--- config.mk ---
export PLATFORM = sky130hd
export DESIGN_NAME = ssd_scan_controller
export DESIGN_NICKNAME = d
export VERILOG_FILES = /design/src/rtl/ssd_scan_controller_pkg.sv /design/src/rtl/ssd_frame_buffer.sv /design/src/rtl/ssd_scan_controller.sv
export SDC_FILE = /design/constraint.sdc
export NUM_CORES = 1
export LEC_CHECK = 0
export ABC_AREA = 1
export CORE_AREA = 4 4 129 82
export CTS_BUF_LIST = sky130_fd_sc_hd__clkbuf_4
export CTS_CLUSTER_DIAMETER = 80
export DETAILED_ROUTE_END_ITERATION = 6
export DIE_AREA = 0 0 133 86
export PLACE_DENSITY_LB_ADDON = 0.15
export REMOVE_ABC_BUFFERS = 1
export SKIP_LAST_GASP = 1
export SYNTH_ARGS = -nofsm -noshare
export SYNTH_HDL_FRONTEND = slang
export SYNTH_SLANG_ARGS = --single-unit
--- constraint.sdc ---
create_clock -name clk -period 5.1 [get_ports clk]
set_clock_uncertainty 0.1 [all_clocks]
set_input_delay 1.53 -clock clk [delete_from_list [all_inputs] [get_ports clk]]
set_output_delay 1.53 -clock clk [all_outputs]
set_load 0.01 [all_outputs]
--- src/rtl/ssd_scan_controller_pkg.sv ---
// Shared constants and scan-state encoding for the seven-segment scan controller.
package ssd_scan_controller_pkg;

    localparam int SSD_CODE_W = 5;

    localparam logic [SSD_CODE_W-1:0] CODE_BLANK = 5'd30;
    localparam logic [SSD_CODE_W-1:0] CODE_L     = 5'd24;
    localparam logic [SSD_CODE_W-1:0] CODE_I     = 5'd23;
    localparam logic [SSD_CODE_W-1:0] CODE_A     = 5'd22;
    localparam logic [SSD_CODE_W-1:0] CODE_F     = 5'd21;
    localparam logic [SSD_CODE_W-1:0] CODE_E     = 5'd27;
    localparam logic [SSD_CODE_W-1:0] CODE_D     = 5'd28;

    typedef enum logic {
        ST_DRIVE = 1'b0,
        ST_BLANK = 1'b1
    } scan_state_e;

endpackage

--- src/rtl/ssd_frame_buffer.sv ---
// Double-buffered frame store: a pending slot filled by the valid/ready handshake and an
// active frame that only changes at a frame boundary.
module ssd_frame_buffer
    import ssd_scan_controller_pkg::*;
#(
    parameter int                    NUM_DIGITS = 8,
    parameter logic [SSD_CODE_W-1:0] BLANK_CODE = CODE_BLANK
) (
    input  logic                             clk,
    input  logic                             reset,
    input  logic [SSD_CODE_W*NUM_DIGITS-1:0] frame_data_i,
    input  logic                             frame_valid_i,
    output logic                             frame_ready_o,
    input  logic                             boundary_i,
    output logic [SSD_CODE_W*NUM_DIGITS-1:0] active_o
);

    localparam int FRAME_W = SSD_CODE_W * NUM_DIGITS;

    logic [FRAME_W-1:0] pending_q, pending_d;
    logic [FRAME_W-1:0] active_q, active_d;
    logic               pending_full_q, pending_full_d;
    logic               accept_s;

    assign accept_s      = frame_valid_i && !pending_full_q;
    assign frame_ready_o = !pending_full_q;
    assign active_o      = active_q;

    // Next-state: promote pending at the boundary, or bypass an empty pending slot.
    always_comb begin
        pending_d      = pending_q;
        pending_full_d = pending_full_q;
        active_d       = active_q;
        if (boundary_i) begin
            if (pending_full_q) begin
                active_d       = pending_q;
                pending_full_d = 1'b0;
            end else if (accept_s) begin
                active_d = frame_data_i;
            end else begin
                active_d = active_q;
            end
        end else if (accept_s) begin
            pending_d      = frame_data_i;
            pending_full_d = 1'b1;
        end else begin
            pending_full_d = pending_full_q;
        end
    end

    // Buffer state registers.
    always_ff @(posedge clk or posedge reset) begin
        if (reset) begin
            pending_q      <= '0;
            pending_full_q <= 1'b0;
            active_q       <= {NUM_DIGITS{BLANK_CODE}};
        end else begin
            pending_q      <= pending_d;
            pending_full_q <= pending_full_d;
            active_q       <= active_d;
        end
    end

endmodule

--- src/rtl/ssd_scan_controller.sv ---
// Scans an N-digit seven-segment display one digit per slot, with blanked dead time at the
// end of each slot and tear-free frame updates through ssd_frame_buffer.
module ssd_scan_controller
    import ssd_scan_controller_pkg::*;
#(
    parameter int                    NUM_DIGITS   = 8,
    parameter int                    DIGIT_CYCLES = 1000,
    parameter int                    DEAD_CYCLES  = 50,
    parameter logic [SSD_CODE_W-1:0] BLANK_CODE   = CODE_BLANK
) (
    input  logic                             clk,
    input  logic                             reset,
    input  logic [SSD_CODE_W*NUM_DIGITS-1:0] frame_data,
    input  logic                             frame_valid,
    output logic                             frame_ready,
    input  logic [NUM_DIGITS-1:0]            digit_en,
    output logic [NUM_DIGITS-1:0]            ssdAnode,
    output logic [SSD_CODE_W-1:0]            ssdNumber,
    output logic                             frame_done
);

    localparam int CNT_W = (DIGIT_CYCLES > 1) ? $clog2(DIGIT_CYCLES) : 1;
    localparam int IDX_W = (NUM_DIGITS > 1) ? $clog2(NUM_DIGITS) : 1;
    localparam logic [CNT_W-1:0] CNT_LAST  = CNT_W'(DIGIT_CYCLES - 1);
    localparam logic [CNT_W-1:0] DRIVE_END = CNT_W'(DIGIT_CYCLES - DEAD_CYCLES);
    localparam logic [IDX_W-1:0] IDX_LAST  = IDX_W'(NUM_DIGITS - 1);

    logic [CNT_W-1:0]             cnt_q, cnt_d;
    logic [IDX_W-1:0]             idx_q, idx_d;
    scan_state_e                  state_q, state_d;
    logic [NUM_DIGITS-1:0]        anode_q, anode_d;
    logic [SSD_CODE_W-1:0]        number_q, number_d;
    logic                         done_q;
    logic                         cnt_wrap_s, boundary_s;
    logic [SSD_CODE_W*NUM_DIGITS-1:0] active_s;

    ssd_frame_buffer #(
        .NUM_DIGITS (NUM_DIGITS),
        .BLANK_CODE (BLANK_CODE)
    ) u_frame_buffer (
        .clk           (clk),
        .reset         (reset),
        .frame_data_i  (frame_data),
        .frame_valid_i (frame_valid),
        .frame_ready_o (frame_ready),
        .boundary_i    (boundary_s),
        .active_o      (active_s)
    );

    // Slot timing, digit advance and the output values for the current state/index.
    always_comb begin
        cnt_wrap_s = (cnt_q == CNT_LAST);
        boundary_s = cnt_wrap_s && (idx_q == IDX_LAST);
        if (cnt_wrap_s) begin
            cnt_d = '0;
            idx_d = (idx_q == IDX_LAST) ? '0 : idx_q + IDX_W'(1);
        end else begin
            cnt_d = cnt_q + CNT_W'(1);
            idx_d = idx_q;
        end
        state_d  = (cnt_d < DRIVE_END) ? ST_DRIVE : ST_BLANK;
        anode_d  = '1;
        number_d = BLANK_CODE;
        case (state_q)
            ST_DRIVE: begin
                if (digit_en[idx_q]) begin
                    anode_d[idx_q] = 1'b0;
                    number_d       = active_s[SSD_CODE_W*idx_q +: SSD_CODE_W];
                end else begin
                    anode_d  = '1;
                    number_d = BLANK_CODE;
                end
            end
            ST_BLANK: begin
                anode_d  = '1;
                number_d = BLANK_CODE;
            end
            default: begin
                anode_d  = '1;
                number_d = BLANK_CODE;
            end
        endcase
    end

    // Scan FSM with registered display outputs and frame-boundary pulse.
    always_ff @(posedge clk or posedge reset) begin
        if (reset) begin
            cnt_q    <= '0;
            idx_q    <= '0;
            state_q  <= ST_DRIVE;
            anode_q  <= '1;
            number_q <= BLANK_CODE;
            done_q   <= 1'b0;
        end else begin
            cnt_q    <= cnt_d;
            idx_q    <= idx_d;
            state_q  <= state_d;
            anode_q  <= anode_d;
            number_q <= number_d;
            done_q   <= boundary_s;
        end
    end

    assign ssdAnode   = anode_q;
    assign ssdNumber  = number_q;
    assign frame_done = done_q;

endmodule

# Word-level counts from Yosys, hierarchy flattened
# Index checks and enable logic that the tools add are counted.
[classes]
add_sub_neg = 2
n_mul = 1
order_cmp = 3
n_eq_ne = 2
shifts = 1
n_mux = 15
bitwise_logic = 3
n_reduce_logical = 8
[ops]
columns = ["op", "n"]
rows = [
  ["40-bit two-way mux", 2],
  ["40-bit by 7-bit variable part select with 5-bit output", 1],
  ["8-bit case mux with 2 select lines", 1],
  ["10-bit by 1-bit adder with 10-bit output (second input constant)", 1],
  ["10-bit == test (second input constant)", 1],
  ["10-bit < comparator (second input constant)", 1],
  ["10-bit two-way mux", 1],
  ["5-bit case mux with 2 select lines", 1],
  ["8-bit two-way mux", 1],
  ["8-bit NOT", 1],
  ["3-bit by 3-bit multiplier with 6-bit output (first input constant)", 1],
  ["1-bit two-way mux", 5],
  ["5-bit two-way mux", 1],
  ["3-bit by 4-bit < comparator with 1-bit output (second input constant)", 1],
  ["2-bit AND reduction", 2],
  ["2-bit nonzero test", 2],
  ["3-bit by 1-bit adder with 3-bit output (second input constant)", 1],
  ["1-bit binary-select mux with 3-bit select", 1],
  ["1-bit demux with 3-bit select", 1],
  ["3-bit == test (second input constant)", 1],
  ["3-bit by 1-bit >= comparator with 1-bit output (second input constant)", 1],
  ["1-bit logical AND", 3],
  ["3-bit two-way mux", 1],
  ["1-bit NOT", 2],
  ["1-bit logical NOT", 1],
]
[totals]
regBits = 109
in_bits = 51
output_inout_bits = 15
elab_cells = 44

# Depth between registers and ports, before layout
# Gate-level depths: netlist of run 1.
[logic_depth]
word_depth = 7
mapped_depth = 10
depth_no_buf = 9

# Cells and area by module
# From an unflattened synthesis of run 1, not the netlist that was laid out.
[unflattened]
hier_cells = 685
area_unflattened_um2 = 5226.3
[modules_own_cells]
columns = ["mod", "instances", "cells_per_inst", "area_per_inst_um2", "seq_area_each_um2"]
rows = [
  ["ssd_frame_buffer", 1, 480, 3668.5, 2067.0],
  ["ssd_scan_controller", 1, 205, 1557.7, 715.7],
]

# Worst setup path before layout of run 1
# Ideal clock, no wire load.
[synth_timing]
kind = "reg-to-output"
from = "register u_frame_buffer.pending_full_q"
to = "output port frame_ready"
t_arrival_ns = 1.003
required_time_ns = 3.470
slack_ns = 2.467
path_stages_with_launch = 5
n_path_buf = 3
path_cell_list = "dfrtp_1 > buf_2 > inv_1 > buf_2 > buf_2"
[synth_via]
elab_chain_len = 1
[synth_rtl]
columns = ["item", "line_no", "source"]
rows = [
  ["from (decl)", "ssd_frame_buffer.sv:22", "logic pending_full_q, pending_full_d;"],
  ["from (signal assigned)", "ssd_frame_buffer.sv:59", "pending_full_q <= pending_full_d;"],
  ["1-bit logical NOT", "ssd_frame_buffer.sv:26", "assign frame_ready_o = !pending_full_q;"],
  ["to (decl)", "ssd_scan_controller.sv:15", "output logic frame_ready,"],
]
# Every way passes these cells.

# Final worst setup path of run 1
# Same ends and word-level chain as after synthesis.

==> results.py, run 1 <==
metrics = {
    "yosys": {
        "synth_area_leader_cell": "dfrtp_1",
        "synth_flop_cell": "dfrtp_1",
        "ys_seq_area_share_pct": 53.44,
        "synthDistinctLibCells": 29,
        "synth_top_area_share_pct": 31.23,
        "synthTopCellsByArea": "dfrtp_1 (31%), dfstp_2 (22%), nand2_1 (12%), o21ai_0 (5.2%), o21ai_2 (5.0%)",
        "postSynthCellCount": 600,
        "yosys_warnings": 0,
        "synth_commonest_cells": "nand2_1 (165), dfrtp_1 (65), inv_1 (59)",
        "avgSynthCellArea_um2": 8.679,
        "ys_seq_elements": 109,
        "synth_area_um2": 5207,
        "synth_most_common_cell": "nand2_1",
        "ys_async_sr_fraction_pct": 100.0,
        "synth_edf_count": 0,
    },
    "clocking": {
        "cts_sinks": 109,
        "h-tree-depth": 3,
        "cts_resized": 0,
        "holdBufCountCts": 0,
        "cts.clk_slew.worst_paths_ps": 160,
        "root_buffer": "clkbuf_4",
        "worstSkewPairLatency_ps": 460,
        "clk_path_buf_depth": 2,
        "cts_tree": "built",
        "cts_buffers": 9,
        "post_cts_buffers": 0,
    },
    "timing": {
        "worst_pin_slew_ps": 1084,
        "finalHoldViolCount": 0,
        "setup_tns_ps": 0,
        "timing.slew.headroom_pct": 27.48,
        "rsz0062_at_grt": "no",
        "period_needed_ps": 3571,
        "fin_ws_ps": 1529,
        "fin_crit_sh_pct": 70.01,
        "setup_violations": 0,
        "fmax_mhz": 280.1,
        "slew_violations": 0,
    },
    "global_route": {
        "overflow": 0,
        "grt_use_met3_pct": 4.865,
        "busiest_layer": "met1",
        "grt_pass1_vias": 3870,
        "met2_usage_pct": 29.24,
        "grt_usage_pct": 20.09,
        "grt_max_degree": 74,
        "gr-usage-met1_pct": 29.35,
        "grt_pass1_wl_um": 18490,
        "antenna_found_initial": 0,
    },
    "drt": {
        "vias": 4001,
        "viasPerCell": 5.071,
        "drtIter0Drc": 280,
        "drc_errors": 0,
        "drt_wl_total_um": 10900,
        "wire_per_inst_um": 13.81,
        "drt_pre_antenna_iters": 4,
        "antenna_left": 0,
    },
    "flow_run": {
        "maxCapViolations": 0,
    },
    "critical_path": {
        "crit_arrival_ps": 1940,
        "critical_path_class": "reg2out",
        "rr_startpoint": "idx_q[0]",
        "cpPeakStageDelay_ps": 680,
        "cp-startpoint": "u_frame_buffer.pending_full_q",
        "crit_fanout": 9,
        "reg2reg_depth": 7,
        "endpoint_kind": "output port",
        "r2r-end": "u_frame_buffer.active_o[38]",
        "reg2reg_slack_ps": 2060,
        "crit_chain": "clkinv_1 -> clkdlybuf4s50_1",
        "worstPathRequired_ps": 3470,
        "slowest_stage": "dfrtp_1",
        "critPathLaunchType": "flop",
    },
    "pwr": {
        "power_frac_comb_pct": 9.8,
        "p_int_mw": 1.139,
        "p_switching_mw": 0.3647,
        "p_per_area_nw_per_um2": 251.2,
        "netSwitchingFraction_pct": 24.25,
        "pwr-share-seq_pct": 61.6,
        "p_total_mw": 1.504,
        "p_leak_nw": 2.692,
        "worst_ir_drop_vdd_v": 0.0001394,
        "pwr-share-clk_pct": 28.6,
    },
    "finish": {
        "final_core_utilization_pct": 63.03,
        "multi_input_area_um2": 1978,
        "synthToLayoutAreaGrowth_pct": 14.92,
        "drive_gt1_share_pct": 15.75,
        "seqCellArea_um2": 2783,
        "diodes": 0,
        "final_nets": 703,
        "fillCellCount": 814,
    },
    "placement": {
        "post-place-ws_ps": 1464,
        "gp_congestion": 0.7728,
        "dp_hpwl_um": 7461,
        "numPortBuffers": 65,
    },
    "die": {
        "io_pins": 66,
        "row_count": 28,
        "die_w_um": 133,
        "core_um2": 9494,
        "start_util_pct": 54.85,
        "die-area_um2": 11440,
        "die_y_um": 86,
    },
    "min_path": {
        "hold_depth": 2,
        "hold_end": "u_frame_buffer.active_o[28]",
        "hold_class": "reg2reg",
        "min_from": "u_frame_buffer.active_o[28]",
    },
    "run_status": {
        "status": "complete, no violations",
    },
}
## power groups by stage
stage	logic [mW]	registers, mW	clock network, mW
after global routing	0.166	0.931	0.483
final	0.147	0.926	0.430
after floorplan	0.0826	0.936	0
after detailed placement	0.150	0.940	0
after global placement	0.146	0.938	0
after CTS	0.151	0.925	0.446
## cell families after synthesis
kind of cell,after synthesis,share of synthesized area [%]
flops,109,53.44
compound gates,150,16.87
simple gates,240,19.05
mux,7,1.346
fa+ha+maj,3,0.7209
buf+inv,91,8.578
## worst max-delay path by stage
stage                                   to  slack, ps  cells after the start
2_1_floorplan                     cnt_q[0]        670                      1
3_3_place_gp   u_frame_buffer.active_o[39]       1530                      7
3_5_place_dp   u_frame_buffer.active_o[13]       1460                      7
4_1_cts                        frame_ready       1480                      2
5_1_grt                        frame_ready       1410                      2
6_report                       frame_ready       1530                      2
## placed cells by master (no fill, tap or decap)
| cell | instances |
|---|---|
| bufinv_16 | 1 |
| o21ai_0 | 54 |
| a21oi_1 | 12 |
| ha_1 | 3 |
| inv_4 | 2 |
| inv_1 | 57 |
| clkinv_2 | 3 |
| clkinv_1 | 2 |
| or2_2 | 1 |
| nor2_2 | 1 |
| o22ai_1 | 8 |
| buf_4 | 2 |
| nand2_2 | 2 |
| mux2i_1 | 7 |
| o31ai_1 | 1 |
| clkdlybuf4s50_1 | 65 |
| dfrtp_1 | 65 |
| buf_12 | 1 |
| nand2_8 | 1 |
| o21ai_2 | 30 |
| nor2_4 | 2 |
| dfstp_2 | 44 |
| nand3_4 | 1 |
| nand3_1 | 27 |
| nand4_1 | 1 |
| nor2_1 | 39 |
| o21ai_1 | 44 |
| o21bai_1 | 1 |
| clkinvlp_4 | 1 |
| nand2_1 | 165 |
| clkbuf_4 | 11 |
## through the flow
| stage | area [µm²] | hold WS, ps | std cells |
|---|---|---|---|
| detailed placement | 5849 | 359.3 | 773 |
| CTS | 5984 | 384.5 | 789 |
| global placement | 5849 | 353.5 | 773 |
| global route | 5984 | 391.1 | 789 |
| finish | 5984 | 382.5 | 789 |
| floorplan | 4992 | 341.6 | 570 |
## final cells by class
cell class	instances	area share, %
Clock buffer	11	1.380
Tap cell	135	2.822
Clock inverter	5	0.8781
Multi-Input combinational cell	400	33.05
Inverter	61	3.910
Timing Repair Buffer	68	11.46
Sequential cell	109	46.50
## worst max-delay path: cells and delay by family, from the launching register on
kind	cells	cell delay (ps)
buf+inv	2	800
flops	1	680
## metal layers
metal,vias up,share of wire [%]
met4,0,2.0
met3,18,5.6
li1,2030,-
met5,-,0
met2,95,44
met1,1858,49
## state kept, by name, indices dropped and copies added, names as in the netlist
register                       flops
ssdNumber                          5
u_frame_buffer.pending_full_q      1
cnt_q                             10
u_frame_buffer.active_o           40
frame_done                         1
idx_q                              3
ssdAnode                           8
state_q                            1
u_frame_buffer.pending_q          40
No activity file was read; power rests on OpenSTA's default activity.
==> run 2: changes to the inputs <==
CORE_AREA = 4 4 135 85   (was 4 4 129 82)
DIE_AREA = 0 0 139 89   (was 0 0 133 86)
clock period = 3.2 ns   (was 5.1 ns; I/O delays follow)
==> run 2 against run 1 <==
Non-clock buffer count increased by 4; cell count increased by 1.0%; total power increased by 61%; largest power group unchanged; register-to-register slack got worse by 1200 ps; largest cell class unchanged.
==> results.py, run 2 (synthesized netlist as in run 1, its figures left out) <==
metrics = {
    "clocking": {
        "clk_path_buf_depth": 2,
        "cts_buffers": 9,
        "cts_sinks": 109,
        "root_buffer": "clkbuf_4",
        "h-tree-depth": 3,
        "worstSkewPairLatency_ps": 470,
        "cts.clk_slew.worst_paths_ps": 150,
        "post_cts_buffers": 0,
        "holdBufCountCts": 0,
        "cts_resized": 0,
        "cts_tree": "built",
    },
    "drt": {
        "routedLengthMet1_um": 5474,
        "viasPerCell": 5.149,
        "route.met2.wl_um": 4829,
        "drt_pre_antenna_iters": 5,
        "antenna_left": 0,
        "wire_per_inst_um": 14.09,
        "vias": 4104,
        "wl_met3_um": 813,
        "drtIter0Drc": 305,
        "drc_errors": 0,
        "drt_wl_total_um": 11230,
        "top_layer": "met4",
    },
    "run_status": {
        "status": "complete, no violations",
    },
    "critical_path": {
        "rr_startpoint": "u_frame_buffer.pending_full_q",
        "crit_chain": "clkinv_1 -> clkdlybuf4s50_1",
        "critPathLaunchType": "flop",
        "reg2reg_slack_ps": 900,
        "r2r-end": "u_frame_buffer.active_o[21]",
        "critical_path_class": "reg2out",
        "cp.depth": 2,
        "cpPeakStageDelay_ps": 680,
        "endpoint_kind": "output port",
        "cp_top_family": "buffers and inverters",
        "slowest_stage": "dfrtp_1",
        "crit_arrival_ps": 1940,
        "worstPathRequired_ps": 2140,
        "reg2reg_depth": 7,
        "critical_path_buf_inv_count": 2,
        "crit_fanout": 9,
    },
    "pwr": {
        "p_leak_nw": 2.718,
        "p_per_area_nw_per_um2": 400.3,
        "worst_ir_drop_vdd_v": 0.0001705,
        "p_total_mw": 2.424,
    },
    "finish": {
        "final_cell_mix": "nand2_1 (165), dfrtp_1 (65), clkdlybuf4s50_1 (65), inv_1 (57), o21ai_0 (54)",
        "synthToLayoutAreaGrowth_pct": 16.29,
        "final_area_um2": 6056,
        "diodes": 0,
        "fillCellCount": 906,
        "drive_gt1_share_pct": 16.26,
        "final_nets": 707,
        "layout_commonest_cell": "nand2_1",
    },
    "timing": {
        "fmax_mhz": 333.7,
        "slew_violations": 0,
        "setup_tns_ps": 0,
        "finalHoldViolCount": 0,
        "rsz0062_at_grt": "no",
        "setup_violations": 0,
        "period_needed_ps": 2997,
        "worst_pin_slew_ps": 607.6,
        "fin_crit_sh_pct": 93.65,
        "timing.slew.headroom_pct": 59.50,
    },
    "global_route": {
        "grt_max_degree": 81,
        "antenna_found_initial": 0,
        "grt_pass1_wl_um": 18840,
        "grt_usage_pct": 19.09,
        "overflow": 0,
        "grt_pass1_vias": 3806,
    },
    "die": {
        "die_w_um": 139,
        "row_count": 29,
        "die-area_um2": 12370,
        "core_um2": 10300,
        "start_util_pct": 50.53,
        "io_pins": 66,
        "die_y_um": 89,
    },
    "min_path": {
        "min_from": "u_frame_buffer.active_o[2]",
        "hold_depth": 2,
        "hold_end": "u_frame_buffer.active_o[2]",
        "hold_class": "reg2reg",
    },
    "placement": {
        "dp_hpwl_um": 7859,
        "gp_congestion": 0.7753,
        "place_area_um2": 5909,
        "numPortBuffers": 65,
    },
    "flow_run": {
        "maxCapViolations": 0,
    },
}
==> run 2: changes by cell type in the layout (fill, tap and decap cells not counted), sizes merged <==
| cell | change |
|---|---|
| clkinv | -1 |
| inv | +1 |
| clkbuf | -1 |
| clkinvlp | +1 |
| buf | +4 |
==> run 2: worst register-to-register path, stage by stage, from the launching register on <==
cell	delay, ps
dfrtp_1	580
clkinv_1	180
buf_4	500
nand2_1	230
nand2_2	140
buf_12	280
nand2_1	140
o21ai_1	90
==> run 2: worst max-delay path by stage <==
stage | startpoint | end | slack, ps
final | u_frame_buffer.pending_full_q | frame_ready | 200
after global routing | u_frame_buffer.pending_full_q | frame_ready | 70
after CTS | u_frame_buffer.pending_full_q | frame_ready | 130
after detailed placement | frame_valid | u_frame_buffer.pending_q[31] | 420
after global placement | frame_valid | u_frame_buffer.pending_q[32] | 500
after floorplan | reset | cnt_q[0] | -660
==> run 2: final cells by class <==
class                           instances  area [µm²]  area share [%]
Timing Repair Buffer                   72       740.7           12.23
Clock inverter                          6       71.32           1.178
Inverter                               61       234.0           3.864
Sequential cell                       109        2783           45.95
Multi-Input combinational cell        400        1978           32.67
Clock buffer                           10       75.07           1.240
Tap cell                              139       173.9           2.872
==> run 2: metrics by stage <==
stage                     hold WS [ps]  cells  util, %  setup slack [ps]
after floorplan                  341.6    570        -            -661.1
after global placement           355.1    781    57.35             502.9
after detailed placement         358.7    781    57.35             424.9
after CTS                        385.4    797    58.77             126.2
after global routing             402.7    797    58.77             71.32
final                            383.1    797    58.77             203.3
==> run 2: layer usage <==
| layer | vias up | GRT usage (%) |
|---|---|---|
| met5 | - | 0 |
| met4 | 0 | 3.819 |
| met3 | 13 | 5.719 |
| met2 | 124 | 28.01 |
| met1 | 1921 | 28.38 |
| li1 | 2046 | - |
==> run 2: report_power, final <==
part	switching, mW	internal (mW)
clock network	0.458	0.252
registers	0.0311	1.45
logic	0.118	0.120
total	0.607	1.82
